[src/rtl/uart_tx_frame.sv]
// UART transmitter: serialises one latched word per accepted request as
// start bit, LSB-first data, optional even/odd parity bit and one stop bit.
module uart_tx_frame #(
    parameter int DATA_WIDTH     = 8,
    parameter int PRESCALE_WIDTH = 6
) (
    input  logic                      CLK,
    input  logic                      RST,
    input  logic [DATA_WIDTH-1:0]     P_DATA,
    input  logic                      DATA_VALID,
    input  logic                      PAR_EN,
    input  logic                      PAR_TYP,
    input  logic [PRESCALE_WIDTH-1:0] PRESCALE,
    output logic                      TX_OUT,
    output logic                      BUSY
);

    localparam int BIT_W = (DATA_WIDTH > 1) ? $clog2(DATA_WIDTH) : 1;
    localparam logic [BIT_W-1:0] LAST_BIT = BIT_W'(DATA_WIDTH - 1);

    typedef enum logic [2:0] {
        S_IDLE,
        S_START,
        S_DATA,
        S_PARITY,
        S_STOP
    } state_t;

    state_t                    state_q, state_d;
    logic [PRESCALE_WIDTH-1:0] cyc_q, cyc_d;
    logic [PRESCALE_WIDTH-1:0] last_q, last_d;
    logic [BIT_W-1:0]          bit_q, bit_d;
    logic [DATA_WIDTH-1:0]     shift_q, shift_d;
    logic                      par_en_q, par_en_d;
    logic                      par_q, par_d;
    logic                      tx_q, tx_d;
    logic                      busy_q, busy_d;
    logic                      bit_end;

    // last_q holds B-1, so PRESCALE=0 and PRESCALE=1 both give one cycle per bit
    assign bit_end = (cyc_q == last_q);

    always_comb begin
        state_d  = state_q;
        cyc_d    = cyc_q;
        last_d   = last_q;
        bit_d    = bit_q;
        shift_d  = shift_q;
        par_en_d = par_en_q;
        par_d    = par_q;

        case (state_q)
            S_IDLE: begin
                if (DATA_VALID) begin
                    state_d  = S_START;
                    shift_d  = P_DATA;
                    par_en_d = PAR_EN;
                    par_d    = PAR_TYP ? ~^P_DATA : ^P_DATA;
                    last_d   = (PRESCALE == '0) ? '0 : PRESCALE - PRESCALE_WIDTH'(1);
                    cyc_d    = '0;
                    bit_d    = '0;
                end
            end
            S_START: begin
                cyc_d = bit_end ? '0 : cyc_q + PRESCALE_WIDTH'(1);
                if (bit_end) state_d = S_DATA;
            end
            S_DATA: begin
                cyc_d = bit_end ? '0 : cyc_q + PRESCALE_WIDTH'(1);
                if (bit_end) begin
                    if (bit_q == LAST_BIT) begin
                        state_d = par_en_q ? S_PARITY : S_STOP;
                    end else begin
                        bit_d   = bit_q + BIT_W'(1);
                        shift_d = shift_q >> 1;
                    end
                end
            end
            S_PARITY: begin
                cyc_d = bit_end ? '0 : cyc_q + PRESCALE_WIDTH'(1);
                if (bit_end) state_d = S_STOP;
            end
            S_STOP: begin
                cyc_d = bit_end ? '0 : cyc_q + PRESCALE_WIDTH'(1);
                if (bit_end) state_d = S_IDLE;
            end
            default: state_d = S_IDLE;
        endcase
    end

    // Outputs are decoded from the next state so the registered line
    // changes on the same edge as the state it belongs to.
    always_comb begin
        tx_d   = 1'b1;
        busy_d = 1'b1;
        case (state_d)
            S_IDLE:   busy_d = 1'b0;
            S_START:  tx_d   = 1'b0;
            S_DATA:   tx_d   = shift_d[0];
            S_PARITY: tx_d   = par_d;
            S_STOP:   tx_d   = 1'b1;
            default:  busy_d = 1'b0;
        endcase
    end

    always_ff @(posedge CLK) begin
        if (RST) begin
            state_q  <= S_IDLE;
            cyc_q    <= '0;
            last_q   <= '0;
            bit_q    <= '0;
            shift_q  <= '0;
            par_en_q <= 1'b0;
            par_q    <= 1'b0;
            tx_q     <= 1'b1;
            busy_q   <= 1'b0;
        end else begin
            state_q  <= state_d;
            cyc_q    <= cyc_d;
            last_q   <= last_d;
            bit_q    <= bit_d;
            shift_q  <= shift_d;
            par_en_q <= par_en_d;
            par_q    <= par_d;
            tx_q     <= tx_d;
            busy_q   <= busy_d;
        end
    end

    assign TX_OUT = tx_q;
    assign BUSY   = busy_q;

endmodule

[config.mk]
export PLATFORM = sky130hd
export DESIGN_NAME = uart_tx_frame
export DESIGN_NICKNAME = d
export VERILOG_FILES = /design/src/rtl/uart_tx_frame.sv
export SDC_FILE = /design/constraint.sdc
export NUM_CORES = 1
export LEC_CHECK = 0
export CAP_MARGIN = 20
export CORE_MARGIN = 3
export CORE_UTILIZATION = 40
export DETAILED_ROUTE_END_ITERATION = 10
export GPL_ROUTABILITY_DRIVEN = 0
export HOLD_SLACK_MARGIN = 0.03
export PLACE_DENSITY = 0.65
export RECOVER_POWER = 100
export SETUP_SLACK_MARGIN = 0.1
export SLEW_MARGIN = 15
export SYNTH_ARGS = -nofsm -noshare
export SYNTH_HDL_FRONTEND = slang
export SYNTH_SLANG_ARGS = --single-unit
[constraint.sdc]
create_clock -name CLK -period 5.14 [get_ports CLK]
set_input_delay 1.028 -clock CLK [delete_from_list [all_inputs] [get_ports CLK]]
set_output_delay 1.028 -clock CLK [all_outputs]
set_load 0.05 [all_outputs]
==> results.yml, run 1 <==
outcome:
  status: "complete, no violations"
global_routing:
  track_usage_pct: 16.46
  grt_max_degree: 30
  overflow: 0
  grt_pass1_wl_um: 5637
  grt_pass1_vias: 1245
  grt_antenna_before_repair: 0
timing:
  rsz0062_at_grt: "false"
  fmax_ghz: 0.3631
  period_share_pct: 53.58
  worst_pin_slew_ps: 739.0
  relSlewSlack_pct: 50.74
  worst_slack_ps: 2386
  fin_skew_ps: 5.767
  finalSetupViolCount: 0
  hold_viol: 0
  fin_setup_tns_ps: 0
  slew_viol_final: 0
  min_period_ps: 2754
power:
  finalPower_w: 0.0007045
  peakVddDrop_uv: 178.3
  p_leak_nw: 0.6894
  power_density_nw_per_um2: 372.9
clock_network:
  cts-resized-gates: 0
  cts_tree: "yes"
  clock_latency_ps: 290
  clockBufferDepth: 2
  numCtsBuffers: 5
  clkTransAtPathRegs_ps: 60
  htree_levels: 2
  cts_sinks: 30
  postCtsSetupRepairBufs: 0
  root_buffer: "clkbuf_8"
  ctsHoldBuffers: 0
floorplan:
  fp-row-count: 21
  coreArea_sq_um: 3521
  die_h_um: 68.21
  ios: 21
  start_util_pct: 43.96
  die_width_um: 68.21
  die_area_sq_um: 4652
synth:
  ys_types: 39
  synth_area_sq_um: 1548
  avgSynthCellArea_sq_um: 8.551
  synth-simple-area-share_pct: 20.45
  synth_nets: 205
  synth_adder_area_share_pct: 4.042
  synthArstFlopShare_pct: 0
  synth-compound-area-share_pct: 18.84
  synth_cells: 181
  synthMuxAreaShare_pct: 3.395
  synth_xor_xnor_area_share_pct: 10.75
  ys_warn_count: 0
  ys.flop_type: "dfxtp_1"
  synth-edff-count: 0
  yosysSeqAreaShare_pct: 38.80
  synth_top_family_by_area: "simple AND/OR/NAND/NOR gates"
  synth_seq_cells: 30
worst_setup_path:
  crit_required_ps: 5300
  path_class: "input pin to flop"
  endpoint_kind: "flop"
  worstPathMaxFanout: 10
  arrival_ps: 2910
  crit_path_start_kind: "input pin"
layout:
  fill_cells: 344
  area_delta_synth_final_pct: 22.07
  antenna_cells: 0
  nets: 226
  drive_above_1_share_pct: 5.446
placed_design:
  hpwl_um: 2297
  pre_cts_ws_ps: 2321
  portBuffers: 20
worst_hold_path:
  hold_class: "flop to flop"
drt:
  drt-pass1-iter-count: 4
  final_antenna_net_count: 0
  route.detailed.drc: 0
  num_vias: 1322
  routed_via_density: 5.331
  drt_iter0_markers: 123
  wl_per_cell_um: 13.12
  wirelength_um: 3253
flow_run:
  maxCapViolCount: 0
==> sequential cells by signal, summed over array words and instances, names as in the netlist <==
name / flops
state_q: 3
cyc_q: 6
TX_OUT: 1
par_q: 1
shift_q: 8
bit_q: 3
BUSY: 1
last_q: 6
par_en_q: 1
==> cells in the final DEF (no fill, tap or decap), types with 4 or more instances in the layout <==
cell and instances:
o21ai_0 4, a22oi_1 12, xor2_1 4, ha_1 5
dfxtp_1 30, a21oi_1 18, nor2_1 22, clkdlybuf4s50_1 16
inv_1 8, xnor2_1 15, dlygate4sd3_1 4, clkbuf_8 6
nand2_1 15, nor3b_1 4
==> final timing paths <==
check | start | end | slack, ps | cells after the start
worst max-delay path | DATA_VALID | TX_OUT | 2390 | 6
worst min-delay path | shift_q[4] | shift_q[4] | 460 | 2
worst max register to register | cyc_q[2] | TX_OUT | 2850 | 6
worst min register to register | shift_q[4] | shift_q[4] | 460 | 2
==> worst max-delay path, cell delays in order <==
cell,delay (ps)
dlygate4sd3_1,600
nand3_1,340
mux2_1,430
mux2i_1,170
nor3b_1,210
o221ai_1,130
==> through the flow <==
stage | instance area [sq um] | hold slack, ps | utilization, % | cells
4_1_cts | 1891 | 458.5 | 53.70 | 247
5_1_grt | 1889 | 486.8 | 53.66 | 248
2_1_floorplan | 1548 | 435.6 | - | 181
3_3_place_gp | 1778 | 442.6 | 50.50 | 240
6_report | 1889 | 455.0 | 53.66 | 248
3_5_place_dp | 1778 | 448.9 | 50.50 | 240
==> power breakdown <==
part           internal (W)  switching [W]  total, W
Sequential         0.000257      0.0000175  0.000274
Clock              0.000155      0.0000855  0.000240
Combinational     0.0000794       0.000111  0.000190
Total              0.000491       0.000214  0.000705
==> kinds of logic (layout without fill, tap and decap cells) <==
family                   after synthesis  in the layout
AND/OR/NAND/NOR                       61             61
multiplexers                           5              5
adder cells (fa/ha/maj)                5              5
buffers and inverters                 15             36
XOR/XNOR                              19             19
AO/OA/AOI/OAI                         46             46
flip-flops                            30             30
==> area by class of cell <==
type	count	area [sq um]	share of cell area [%]
multi-input combinational	136	884.6	46.82
sequential	30	600.6	31.79
timing repair buffer	21	203.9	10.79
clock buffer	6	82.58	4.371
tap	46	57.56	3.046
clock inverter	1	30.03	1.589
inverter	8	30.03	1.589
==> routing by layer <==
layer	global-route usage [%]	up-vias	wire (um)
met3	5.911	5	110
met2	24.91	21	1549
met5	0	-	0
met1	20.82	615	1531
li1	-	681	-
met4	7.444	0	62
==> Yosys cell counts (2+ instances only) <==
cell type	n	area, sq um
dfxtp_1	30	600.6
nor2_1	22	82.58
a21oi_1	18	90.09
nand2_1	15	56.30
xnor2_1	15	131.4
a22oi_1	12	90.09
inv_1	8	30.03
clkbuf_1	6	22.52
ha_1	5	62.56
nor3b_1	4	30.03
o21ai_0	4	20.02
xor2_1	4	35.03
and3_1	3	18.77
mux2i_1	3	30.03
nor3_1	3	15.01
a31oi_1	2	12.51
nand2b_1	2	12.51
nand3_1	2	10.01
nor2b_1	2	12.51
o211ai_1	2	15.01
Power figures use the tool's default switching activity.
==> run 2, diff against run 1 <==
==> constraint.sdc (replaced) <==
create_clock -name CLK -period 2.75 [get_ports CLK]
set_input_delay 0.55 -clock CLK [delete_from_list [all_inputs] [get_ports CLK]]
set_output_delay 0.55 -clock CLK [all_outputs]
set_load 0.05 [all_outputs]
==> run 2 against run 1 <==
Against the previous run:
- core utilization is 0.25 points lower
- die area did not move
- design area is 0.46% lower
- worst setup slack worse by 1800 ps
- global-route usage decreased by 0.068 points
- wire length rose by 1.2%
- largest power group unchanged
- clock skew barely moved
- register-to-register slack got worse by 2300 ps
- sequential share of layout area increased by 0.15 points
- critical path depth grew 1
- total power up 75%
==> results.yml, run 2 (synthesized netlist as in run 1, its figures left out) <==
outcome:
  status: "complete, no violations"
power:
  peakVddDrop_uv: 261.5
  power_switching_w: 0.0004034
  p_leak_nw: 0.6906
  seq_power_share_pct: 41.6
  p_int_w: 0.0008306
  comb_power_share_pct: 28.9
  switching_share_pct: 32.69
  power_density_nw_per_um2: 656.2
  clkPwrFrac_pct: 29.4
clock_network:
  clkTransAtPathRegs_ps: 60
  root_buffer: "clkbuf_8"
  cts_sinks: 30
  clockBufferDepth: 2
  cts-resized-gates: 0
  numCtsBuffers: 5
  clock_latency_ps: 280
  cts_tree: "yes"
  ctsHoldBuffers: 0
  htree_levels: 2
  postCtsSetupRepairBufs: 0
drt:
  route.detailed.drc: 0
  num_vias: 1328
  wl_per_cell_um: 13.06
  routed_via_density: 5.270
  drt_iter0_markers: 103
  final_antenna_net_count: 0
  drt-pass1-iter-count: 4
  wirelength_um: 3292
placed_design:
  placed_cell_area_sq_um: 1808
  portBuffers: 20
  hpwl_um: 2450
  pre_cts_ws_ps: 601.8
timing:
  finalSetupViolCount: 0
  min_period_ps: 2174
  worst_slack_ps: 575.8
  rsz0062_at_grt: "false"
  fin_skew_ps: 6.234
  fin_setup_tns_ps: 0
  fmax_ghz: 0.4599
  relSlewSlack_pct: 57.92
  period_share_pct: 79.06
  worst_pin_slew_ps: 628.9
  hold_viol: 0
  slew_viol_final: 0
layout:
  mostFrequentLayoutCell: "dfxtp_1"
  largest_reg_flops: 8
  final_core_util_pct: 53.41
  regMostFlops: "shift_q"
  fin_area_sq_um: 1881
  fill_cells: 347
  antenna_cells: 0
  area_delta_synth_final_pct: 21.50
  drive_above_1_share_pct: 5.825
  final_cell_mix: "dfxtp_1, nor2_1, a21oi_1"
  reg_top3: "shift_q: 8 flops, cyc_q: 6 flops, last_q: 6 flops"
  nets: 229
worst_setup_path:
  arrival_ps: 2330
  endpoint_kind: "flop"
  worstPathMaxFanout: 12
  crit_path_start_kind: "flop"
  path_class: "flop to flop"
  crit_required_ps: 2900
flow_run:
  maxCapViolCount: 0
global_routing:
  grt_pass1_vias: 1266
  track_usage_pct: 16.39
  overflow: 0
  grt_pass1_wl_um: 5658
  grt_antenna_before_repair: 0
  grt_max_degree: 19
floorplan:
  die_h_um: 68.21
  fp-row-count: 21
  die_width_um: 68.21
  die_area_sq_um: 4652
  ios: 21
  coreArea_sq_um: 3521
  start_util_pct: 43.96
worst_hold_path:
  hold_class: "flop to flop"
==> run 2: final timing paths <==
kind                            slack, ps         end  depth (start not counted)       start
worst max-delay path                  580      TX_OUT                          7    cyc_q[2]
worst min-delay path                  460  shift_q[5]                          2  shift_q[5]
worst max register to register        580      TX_OUT                          7    cyc_q[2]
worst min register to register        460  shift_q[5]                          2  shift_q[5]
==> run 2: through the flow <==
stage,total power [W],instances,hold WS [ps]
after floorplan,0.0007850,181,435.6
after global placement,0.0008835,244,442.8
after detailed placement,0.0008941,244,449.7
after CTS,0.001261,252,459.5
after global routing,0.001315,252,491.7
final,0.001234,252,456.6
==> run 2: cell type report <==
cell class,count,area (sq um),area share [%]
multi-input cells,136,878.3,46.71
well taps,46,57.56,3.061
clock inverters,1,5.005,0.2661
flip-flops and latches,30,600.6,31.94
repair buffers,24,222.7,11.84
inverters,8,30.03,1.597
clock buffers,7,86.33,4.591
==> run 2: power groups by stage <==
stage,Clock [W],Combinational (W),Sequential [W]
final,0.000363,0.000357,0.000514
after floorplan,0,0.000251,0.000534
after global routing,0.000398,0.000398,0.000519
after detailed placement,0,0.000370,0.000524
after global placement,0,0.000363,0.000521
after CTS,0.000375,0.000372,0.000514
==> run 2: critical path: stages (launching register included) <==
cell and delay (ps):
dfxtp_1 440, xnor2_1 150, nand4_1 310, nor4b_4 330, buf_4 230, mux2i_1 240, nor3b_1 220, o221ai_1 130
==> run 2: layer usage <==
layer	wire length, um	share of wire (%)	up-vias	track usage (%)
li1	-	-	679	-
met1	1518	46	613	19.62
met2	1561	47	28	26.23
met3	131	4.0	8	4.269
met4	80	2.4	0	9.677
met5	0	0	-	0
